$ cat config.mk
export PLATFORM = sky130hd
export DESIGN_NAME = video_capture_sched_flat
export DESIGN_NICKNAME = d
export VERILOG_FILES = /design/src/rtl/video_capture_sched_if.sv /design/src/rtl/video_capture_sched.sv /design/src/flat_wrapper.sv
export SDC_FILE = /design/constraint.sdc
export NUM_CORES = 1
export LEC_CHECK = 0
export CAP_MARGIN = 20
export CORE_MARGIN = 5
export CORE_UTILIZATION = 52
export CTS_BUF_LIST = sky130_fd_sc_hd__clkbuf_4 sky130_fd_sc_hd__clkbuf_8
export DETAILED_ROUTE_END_ITERATION = 6
export HOLD_SLACK_MARGIN = 0.05
export PLACE_DENSITY = 0.83
export SLEW_MARGIN = 5
export SYNTH_ARGS = -nofsm -noshare
export SYNTH_HDL_FRONTEND = slang
export SYNTH_SLANG_ARGS = --single-unit
$ cat constraint.sdc
create_clock -name vid_clk -period 2.93 [get_ports vid_clk]
set_input_delay 0.4395 -clock vid_clk [delete_from_list [all_inputs] [get_ports vid_clk]]
set_output_delay 0.4395 -clock vid_clk [all_outputs]
set_load 0.05 [all_outputs]
$ cat src/rtl/video_capture_sched_if.sv
// Bundle of the video framing monitor inputs, capture control and status
// outputs for video_capture_sched. The DUT uses the slave view.
interface video_capture_sched_if;
  logic        s_axis_tvalid;
  logic        s_axis_tuser;
  logic        s_axis_tlast;
  logic        cap_req;
  logic        cap_cont;
  logic        disp_lock;
  logic [1:0]  disp_buf;
  logic        cap_en;
  logic [31:0] frame_base;
  logic        busy;
  logic        frame_done;
  logic [1:0]  done_buf;
  logic        err_line;
  logic        err_frame;
  logic [15:0] frame_cnt;
  logic [1:0]  dbg_state;

  modport master (
    output s_axis_tvalid, s_axis_tuser, s_axis_tlast,
    output cap_req, cap_cont, disp_lock, disp_buf,
    input  cap_en, frame_base, busy, frame_done, done_buf,
    input  err_line, err_frame, frame_cnt, dbg_state
  );

  modport slave (
    input  s_axis_tvalid, s_axis_tuser, s_axis_tlast,
    input  cap_req, cap_cont, disp_lock, disp_buf,
    output cap_en, frame_base, busy, frame_done, done_buf,
    output err_line, err_frame, frame_cnt, dbg_state
  );
endinterface

$ cat src/rtl/video_capture_sched.sv
// Frame-level capture scheduler: gates exactly one whole frame per request into
// a ring of DRAM buffers, skipping the buffer locked by the display reader.
module video_capture_sched #(
  parameter int          WIDTH      = 1600,
  parameter int          HEIGHT     = 1200,
  parameter int          NUM_BUF    = 3,
  parameter logic [31:0] BUF_BASE   = 32'h0000_0000,
  parameter logic [31:0] BUF_STRIDE = 32'h0080_0000
) (
  input logic                   vid_clk,
  input logic                   rst,
  video_capture_sched_if.slave  vif
);

  typedef enum logic [1:0] {
    ST_IDLE    = 2'd0,
    ST_ARM     = 2'd1,
    ST_CAPTURE = 2'd2,
    ST_DONE    = 2'd3
  } state_t;

  localparam logic [1:0]  LAST_BUF  = 2'(NUM_BUF - 1);
  localparam logic [11:0] WIDTH_C   = 12'(WIDTH);
  localparam logic [11:0] LAST_LINE = 12'(HEIGHT - 1);

  function automatic logic [1:0] next_buf(input logic [1:0] b);
    return (b == LAST_BUF) ? 2'd0 : b + 2'd1;
  endfunction

  state_t      r_state;
  state_t      w_state_nxt;
  logic [1:0]  r_cur_buf;
  logic [31:0] r_frame_base;
  logic [11:0] r_x_cnt;
  logic [11:0] r_y_cnt;
  logic        r_frame_done;
  logic [1:0]  r_done_buf;
  logic        r_err_line;
  logic        r_err_frame;
  logic [15:0] r_frame_cnt;

  logic        w_select;
  logic        w_beat;
  logic        w_sof;
  logic        w_cap_beat;
  logic        w_eol;
  logic        w_last_line;
  logic        w_err_frame_set;
  logic        w_err_line_set;
  logic [11:0] w_line_x;
  logic [11:0] w_line_y;
  logic [11:0] w_x_inc;
  logic [1:0]  w_cand_a;
  logic [1:0]  w_cand;

  // A SOF beat (in ARM, or premature in CAPTURE) restarts the line/frame
  // position, so line handling on that same beat sees x=0, y=0.
  assign w_beat          = vif.s_axis_tvalid;
  assign w_sof           = w_beat && vif.s_axis_tuser &&
                           ((r_state == ST_ARM) || (r_state == ST_CAPTURE));
  assign w_cap_beat      = w_sof || (w_beat && (r_state == ST_CAPTURE));
  assign w_line_x        = w_sof ? 12'd0 : r_x_cnt;
  assign w_line_y        = w_sof ? 12'd0 : r_y_cnt;
  assign w_x_inc         = w_line_x + 12'd1;
  assign w_eol           = w_cap_beat && vif.s_axis_tlast;
  assign w_last_line     = w_eol && (w_line_y == LAST_LINE);
  assign w_err_frame_set = w_sof && (r_state == ST_CAPTURE);
  assign w_err_line_set  = w_eol && (w_x_inc != WIDTH_C) && !w_err_frame_set;

  // Never hand the writer the buffer the display is scanning out.
  assign w_cand_a = next_buf(r_cur_buf);
  assign w_cand   = (vif.disp_lock && (w_cand_a == vif.disp_buf)) ?
                    next_buf(w_cand_a) : w_cand_a;

  always_ff @(posedge vid_clk) begin
    if (rst) r_state <= ST_IDLE;
    else     r_state <= w_state_nxt;
  end

  always_comb begin
    w_state_nxt = r_state;
    w_select    = 1'b0;
    case (r_state)
      ST_IDLE: begin
        if (vif.cap_req || vif.cap_cont) begin
          w_select    = 1'b1;
          w_state_nxt = ST_ARM;
        end
      end
      ST_ARM, ST_CAPTURE: begin
        if (w_last_line)  w_state_nxt = ST_DONE;
        else if (w_sof)   w_state_nxt = ST_CAPTURE;
      end
      ST_DONE: begin
        if (vif.cap_cont) begin
          w_select    = 1'b1;
          w_state_nxt = ST_ARM;
        end else begin
          w_state_nxt = ST_IDLE;
        end
      end
      default: w_state_nxt = ST_IDLE;
    endcase
  end

  always_ff @(posedge vid_clk) begin
    if (rst) begin
      r_cur_buf    <= LAST_BUF;
      r_frame_base <= BUF_BASE;
      r_x_cnt      <= 12'd0;
      r_y_cnt      <= 12'd0;
      r_frame_done <= 1'b0;
      r_done_buf   <= 2'd0;
      r_err_line   <= 1'b0;
      r_err_frame  <= 1'b0;
      r_frame_cnt  <= 16'd0;
    end else begin
      if (w_select) begin
        r_cur_buf    <= w_cand;
        r_frame_base <= BUF_BASE + 32'(w_cand) * BUF_STRIDE;
      end
      if (w_cap_beat) begin
        if (w_eol) begin
          r_x_cnt <= 12'd0;
          r_y_cnt <= w_line_y + 12'd1;
        end else begin
          r_x_cnt <= w_x_inc;
          r_y_cnt <= w_line_y;
        end
      end
      r_frame_done <= w_last_line;
      r_err_line   <= w_err_line_set;
      r_err_frame  <= w_err_frame_set;
      if (w_last_line) begin
        r_done_buf  <= r_cur_buf;
        r_frame_cnt <= r_frame_cnt + 16'd1;
      end
    end
  end

  // Combinational so the SOF beat itself is written.
  assign vif.cap_en     = ((r_state == ST_ARM) && vif.s_axis_tvalid && vif.s_axis_tuser) ||
                          (r_state == ST_CAPTURE);
  assign vif.frame_base = r_frame_base;
  assign vif.busy       = (r_state != ST_IDLE);
  assign vif.frame_done = r_frame_done;
  assign vif.done_buf   = r_done_buf;
  assign vif.err_line   = r_err_line;
  assign vif.err_frame  = r_err_frame;
  assign vif.frame_cnt  = r_frame_cnt;
  assign vif.dbg_state  = r_state;

endmodule

$ cat src/flat_wrapper.sv
// flat-port wrapper written by rule: the top's interface ports become plain ports
module video_capture_sched_flat 
#(
  parameter int          WIDTH      = 1600,
  parameter int          HEIGHT     = 1200,
  parameter int          NUM_BUF    = 3,
  parameter logic [31:0] BUF_BASE   = 32'h0000_0000,
  parameter logic [31:0] BUF_STRIDE = 32'h0080_0000
)
  (vid_clk, rst, vif_s_axis_tvalid, vif_s_axis_tuser, vif_s_axis_tlast, vif_cap_req, vif_cap_cont, vif_disp_lock, vif_disp_buf, vif_cap_en, vif_frame_base, vif_busy, vif_frame_done, vif_done_buf, vif_err_line, vif_err_frame, vif_frame_cnt, vif_dbg_state);
  video_capture_sched_if vif_i ();
  input logic vid_clk;
  input logic rst;
  input wire logic [$bits(vif_i.s_axis_tvalid)-1:0] vif_s_axis_tvalid;
  input wire logic [$bits(vif_i.s_axis_tuser)-1:0] vif_s_axis_tuser;
  input wire logic [$bits(vif_i.s_axis_tlast)-1:0] vif_s_axis_tlast;
  input wire logic [$bits(vif_i.cap_req)-1:0] vif_cap_req;
  input wire logic [$bits(vif_i.cap_cont)-1:0] vif_cap_cont;
  input wire logic [$bits(vif_i.disp_lock)-1:0] vif_disp_lock;
  input wire logic [$bits(vif_i.disp_buf)-1:0] vif_disp_buf;
  output wire logic [$bits(vif_i.cap_en)-1:0] vif_cap_en;
  output wire logic [$bits(vif_i.frame_base)-1:0] vif_frame_base;
  output wire logic [$bits(vif_i.busy)-1:0] vif_busy;
  output wire logic [$bits(vif_i.frame_done)-1:0] vif_frame_done;
  output wire logic [$bits(vif_i.done_buf)-1:0] vif_done_buf;
  output wire logic [$bits(vif_i.err_line)-1:0] vif_err_line;
  output wire logic [$bits(vif_i.err_frame)-1:0] vif_err_frame;
  output wire logic [$bits(vif_i.frame_cnt)-1:0] vif_frame_cnt;
  output wire logic [$bits(vif_i.dbg_state)-1:0] vif_dbg_state;
  assign vif_i.s_axis_tvalid = vif_s_axis_tvalid;
  assign vif_i.s_axis_tuser = vif_s_axis_tuser;
  assign vif_i.s_axis_tlast = vif_s_axis_tlast;
  assign vif_i.cap_req = vif_cap_req;
  assign vif_i.cap_cont = vif_cap_cont;
  assign vif_i.disp_lock = vif_disp_lock;
  assign vif_i.disp_buf = vif_disp_buf;
  assign vif_cap_en = vif_i.cap_en;
  assign vif_frame_base = vif_i.frame_base;
  assign vif_busy = vif_i.busy;
  assign vif_frame_done = vif_i.frame_done;
  assign vif_done_buf = vif_i.done_buf;
  assign vif_err_line = vif_i.err_line;
  assign vif_err_frame = vif_i.err_frame;
  assign vif_frame_cnt = vif_i.frame_cnt;
  assign vif_dbg_state = vif_i.dbg_state;
  video_capture_sched #(.WIDTH(WIDTH), .HEIGHT(HEIGHT), .NUM_BUF(NUM_BUF), .BUF_BASE(BUF_BASE), .BUF_STRIDE(BUF_STRIDE)) u_core (.vid_clk(vid_clk), .rst(rst), .vif(vif_i));
endmodule
### Yosys cells after proc, flatten, opt, wreduce, memory -nomap -nowiden

Cells that the tools add are included.

* add/sub/neg operators: 5
* reduce and logical (&&, ||, !) cells: 20
* equal/unequal tests: 10
* mux-type cells: 15

Operator list (number)
* 2-to-1 mux 12 bit: 4
* adder 12 x 1 -> 12 bit (second input constant): 2
* adder 16 x 1 -> 16 bit (second input constant): 1
* equality test 12 x 11 -> 1 bit (second input constant): 1
* 2-to-1 mux 2 bit: 6
* != test 12 x 11 -> 1 bit (second input constant): 1
* logical AND 1 bit: 11
* equality test 2 bit (second input constant): 4
* case mux 2 bit (3 select lines): 1
* adder 2 x 1 -> 2 bit (second input constant): 2
* logical OR 1 bit: 4
* 2-to-1 mux 1 bit: 3
* != test 3 x 1 -> 1 bit (second input constant): 1
* equality test 2 x 1 -> 1 bit (second input constant): 1
* equality test 2 bit: 1
* logical NOT 2 bit: 1
* != test 2 x 1 -> 1 bit (second input constant): 1
* case mux 1 bit (2 select lines): 1
* AND reduction 2 bit: 1
* nonzero test 2 bit: 1
* OR reduction 2 bit: 1
* logical NOT 1 bit: 1

* input port bits: 10
* output and inout port bits: 57
* logic and storage cells: 60
* flip-flop bits (word level): 51

### Longest topological paths before layout

* word-level depth: 8
* mapped depth: 11

### Worst setup path after synthesis

No wires, ideal clock.

* path kind: register to register
* start: register u_core.r_state[1] (netlist: u_core.vif.dbg_state[1])
* end: register u_core.r_frame_cnt[10] (netlist: u_core.vif.frame_cnt[10])
* path buffers: 2
* setup slack: -0.065 ns
* cell stages (with the launch flop): 12
* arrival: 2.925 ns
* path through: dfxtp_1 -> inv_1 -> ha_1 -> nand3_1 -> and2_1 -> ha_1 -> and4_1 -> clkbuf_1 -> nand4_2 -> buf_2 -> or3_1 -> a21oi_1

* cells in the longest elaborated chain, start to end: 6

Ends and longest elaborated chain
* from (decl): line video_capture_sched.sv:30 `state_t r_state;`
* from (signal assigned): line video_capture_sched.sv:77 `else r_state <= w_state_nxt;`
* equality test 2 x 1 -> 1 bit / equality test 2 bit (equally long branches): line video_capture_sched.sv:60, video_capture_sched.sv:61
* logical OR 1 bit: line video_capture_sched.sv:60 `((r_state == ST_ARM) || (r_state == ST_CAPTURE));`
* logical AND 1 bit: line video_capture_sched.sv:59 `assign w_sof = w_beat && vif.s_axis_tuser &&`
* 2-to-1 mux 12 bit / logical OR 1 bit (equally long branches): line video_capture_sched.sv:63, video_capture_sched.sv:61
* equality test 12 x 11 -> 1 bit / logical AND 1 bit (equally long branches): line video_capture_sched.sv:66, video_capture_sched.sv:65
* logical AND 1 bit *: line video_capture_sched.sv:66 `assign w_last_line = w_eol && (w_line_y == LAST_LINE);`
* to (signal assigned): line video_capture_sched.sv:136 `r_frame_cnt <= r_frame_cnt + 16'd1;`
* to (decl): line video_capture_sched.sv:40 `logic [15:0] r_frame_cnt;`

Every way passes the cells marked *; elsewhere a longest branch is shown, timed or not.
A chain may end at the register's enable or synchronous reset.

### Worst setup path in the final report

* start: register u_core.r_state[1] (netlist: u_core.vif.dbg_state[1])
* end: register u_core.r_err_line (netlist: u_core.vif.err_line)

* cells in the longest elaborated chain, start to end: 8

Ends and longest elaborated chain
* equality test 2 x 1 -> 1 bit / equality test 2 bit (equally long branches): line video_capture_sched.sv:60, video_capture_sched.sv:61, video_capture_sched.sv:67
* logical OR 1 bit: line video_capture_sched.sv:60
* logical AND 1 bit: line video_capture_sched.sv:59
* 2-to-1 mux 12 bit: line video_capture_sched.sv:62 `assign w_line_x = w_sof ? 12'd0 : r_x_cnt;`
* adder 12 x 1 -> 12 bit: line video_capture_sched.sv:64 `assign w_x_inc = w_line_x + 12'd1;`
* != test 12 x 11 -> 1 bit: line video_capture_sched.sv:68 `assign w_err_line_set = w_eol && (w_x_inc != WIDTH_C) && !w_err_frame_set;`
* logical AND 1 bit: line video_capture_sched.sv:68
* logical AND 1 bit *: line video_capture_sched.sv:68
* to (signal assigned): line video_capture_sched.sv:132 `r_err_line <= w_err_line_set;`
* to (decl): line video_capture_sched.sv:38 `logic r_err_line;`

Marked as above.

==> results_dict.tcl <==
set metrics [dict create \
    cp.arrival_ns 2.90 \
    synth_edf_count 0 \
    tightest_slew_ns 0.7180 \
    report.final.setup_viol 0 \
    grt_pass1_wl_um 11160 \
    hpwl_um 4820 \
    mostFrequentLayoutCell "dfxtp_1" \
    synth.distinct_cells 46 \
    port_buffers 36 \
    regArea_um2 1003 \
    slew_headroom_pct 51.70 \
    grt_pass1_vias 2404 \
    routed_wirelength_um 6610 \
    grt_util_all_layers_pct 18.87 \
    die_h_um 84.20 \
    via_per_inst 5.693 \
    yosysSeqAreaShare_pct 34.97 \
    critPathLaunchType "flip-flop" \
    clkLatencyLatePin_ns 0.31 \
    critical_path.endpoint "u_core.vif.err_line$_SDFF_PP0_" \
    avgSynthCellArea_um2 7.886 \
    endpoint_kind "flip-flop" \
    cts_resized 0 \
    irDropWorstVdd_mv 0.3812 \
    num_rows 27 \
    clockBufferDepth 2 \
    met3WireLength_um 513 \
    multi_input_area_um2 1628 \
    cts_tree "done" \
    syn_area_um2 2863 \
    diodes 0 \
    async_flop_share_pct 0 \
    drcViolationCount 0 \
    routed.top_layer "met4" \
    worstRegToRegCells 11 \
    antenna_found_initial 0 \
    ys_ff_latch 50 \
    drv_slew 0 \
    rrSetupSlack_ns 0.27 \
    drt_iter0_drc 175 \
    synth_ff_type "dfxtp_1" \
    h-tree-depth 2 \
    yosys_warnings 0 \
    initial_core_util_pct 52.63 \
    grt_max_degree 39 \
    cp_max_fo 17 \
    met2_length_um 3211 \
    final_cell_mix "48 x dfxtp_1, 36 x clkdlybuf4s50_1, 30 x nor2_1, 30 x a21oi_1, 30 x conb_1" \
    wl_per_cell_um 14.09 \
    status "completed" \
    clk_pin_slew_ns 0.09 \
    startpoint "u_core.vif.dbg_state[1]$_SDFFE_PP0P_" \
    post-route-min-period_ns 2.657 \
    drive_gt1_share_pct 6.045 \
    ant_nets 0 \
    cts_hold_buffers 0 \
    criticalPathCategory "reg2reg" \
    rsz0062_at_grt "false" \
    postSynthCellCount 363 \
    nFillCells 496 \
    timing_hold_violations_final 0 \
    fmax_ghz 0.3764 \
    clock_sinks 50 \
    num_vias 2670 \
    drt_first_pass_iters 5 \
    reg2reg_to "u_core.vif.err_line$_SDFF_PP0_" \
    reg2reg_from "u_core.vif.dbg_state[1]$_SDFFE_PP0P_" \
    overflow 0 \
    cts-root-buf "clkbuf_8" \
    finalSetupTns_ns 0 \
    cp.required_ns 3.18 \
    num_io_pins 67 \
    gp_congestion 0.8929 \
    core_area_um2 5439 \
    die-area_um2 7089 \
    fin_crit_sh_pct 90.69 \
    hold_slack_ns 0.4897 \
    m1WireLength_um 2791 \
    p_leak_nw 1.207 \
    hp-class "reg2reg" \
    nets 415 \
    areaGrowthSynthToFinish_pct 15.60 \
    die_width_um 84.20 \
    finalClockSkew_ns 0.01199 \
    cts_inserted_buffers 5 \
    postCtsSetupBuffers 0 \
    maxCapViolations 0 \
    power_density_nw_per_um2 458.6 \
]
-- power breakdown --
| group | switching (mW) | internal [mW] |
|---|---|---|
| clock network | 0.234 | 0.251 |
| registers | 0.0153 | 0.695 |
| logic | 0.239 | 0.0836 |
-- cells in the mapped netlist (all sizes together) (3+ instances only) --
cell type / number / share of area, %
dfxtp: 50 / 35
a31oi: 3 / 0.66
or3: 17 / 3.7
nor4: 6 / 1.8
a22oi: 3 / 0.79
ha: 8 / 3.5
and3: 6 / 1.3
clkbuf: 15 / 2.0
a21oi: 30 / 5.2
nand2: 26 / 3.4
buf: 33 / 8.4
o31ai: 4 / 1.0
or4: 7 / 2.0
o211ai: 3 / 0.79
nor3: 8 / 1.4
o21ai: 25 / 4.4
nand4: 16 / 3.7
xnor2: 9 / 2.8
and2: 8 / 1.7
inv: 12 / 1.6
mux2i: 4 / 1.4
nand3: 15 / 2.6
nor2: 30 / 3.9
xor2: 7 / 2.1
-- worst min path at each step --
| stage | startpoint | to | slack [ns] | cells after the start |
|---|---|---|---|---|
| 6_report | u_core.vif.frame_base[24]$_SDFFE_PP0P_ | u_core.vif.frame_base[24]$_SDFFE_PP0P_ | 0.49 | 2 |
| 5_1_grt | u_core.vif.frame_base[24]$_SDFFE_PP0P_ | u_core.vif.frame_base[24]$_SDFFE_PP0P_ | 0.53 | 2 |
| 4_1_cts | u_core.vif.frame_base[24]$_SDFFE_PP0P_ | u_core.vif.frame_base[24]$_SDFFE_PP0P_ | 0.50 | 2 |
| 3_5_place_dp | u_core.vif.frame_base[24]$_SDFFE_PP0P_ | u_core.vif.frame_base[24]$_SDFFE_PP0P_ | 0.48 | 2 |
| 3_3_place_gp | u_core.vif.frame_base[24]$_SDFFE_PP0P_ | u_core.vif.frame_base[24]$_SDFFE_PP0P_ | 0.47 | 2 |
| 2_1_floorplan | u_core.r_x_cnt[1]$_SDFFE_PP0N_ | u_core.r_x_cnt[1]$_SDFFE_PP0N_ | 0.47 | 2 |
-- layout make-up --
class                           count  area share, %
Timing Repair Buffer               46          13.16
Clock inverter                      2          1.172
Clock buffer                        5          2.079
Sequential cell                    50          30.32
Inverter                           12          1.361
Tap cell                           72          2.722
Multi-Input combinational cell    282          49.19
-- per-layer routing --
layer  up-vias  global-route usage (%)
li1       1303                       -
met1      1242                   25.12
met2       115                   30.42
met3        10                   4.024
met4         0                   6.287
met5         -                       0
-- worst max-delay path: stages, from the launching register on --
cell,delay [ns]
dfxtp_2,0.38
inv_1,0.09
ha_1,0.36
nand3_1,0.14
buf_4,0.22
and2_1,0.20
ha_1,0.28
nand4_1,0.16
or3_1,0.33
a21oi_1,0.21
nor3_1,0.08
a31oi_1,0.15
-- kinds of logic (layout without fill, tap and decap cells) --
kind of cell             count (synthesis)  after routing  share of synthesized area, %
buffers and inverters                   60             65                         11.97
flip-flops                              50             50                         34.97
adder cells (fa/ha/maj)                  8              8                         3.497
other                                    1             30                        0.1310
AO/OA/AOI/OAI                           77             77                         15.43
AND/OR/NAND/NOR                        147            147                         27.71
multiplexers                             4              4                         1.399
XOR/XNOR                                16             16                         4.895
-- state kept, by name, indices dropped and copies added, names as in the netlist --
name                   count
u_core.r_y_cnt            12
u_core.vif.err_frame       1
u_core.r_cur_buf           2
u_core.vif.err_line        1
u_core.vif.frame_done      1
u_core.r_x_cnt            12
u_core.vif.dbg_state       2
u_core.vif.frame_base      1
u_core.vif.frame_cnt      16
u_core.vif.done_buf        2
-- through the flow --
step	setup slack, ns	std cells	utilization [%]	total power [mW]	cell area [µm²]
5_1_grt	0.02278	469	60.85	1.588	3309
4_1_cts	0.2849	469	60.85	1.527	3309
6_report	0.2729	469	60.85	1.518	3309
2_1_floorplan	0.1442	392	-	1.001	2974
3_5_place_dp	0.2158	462	58.87	1.047	3202
3_3_place_gp	0.3382	462	58.87	1.039	3202
(Power assumes the default switching activity.)
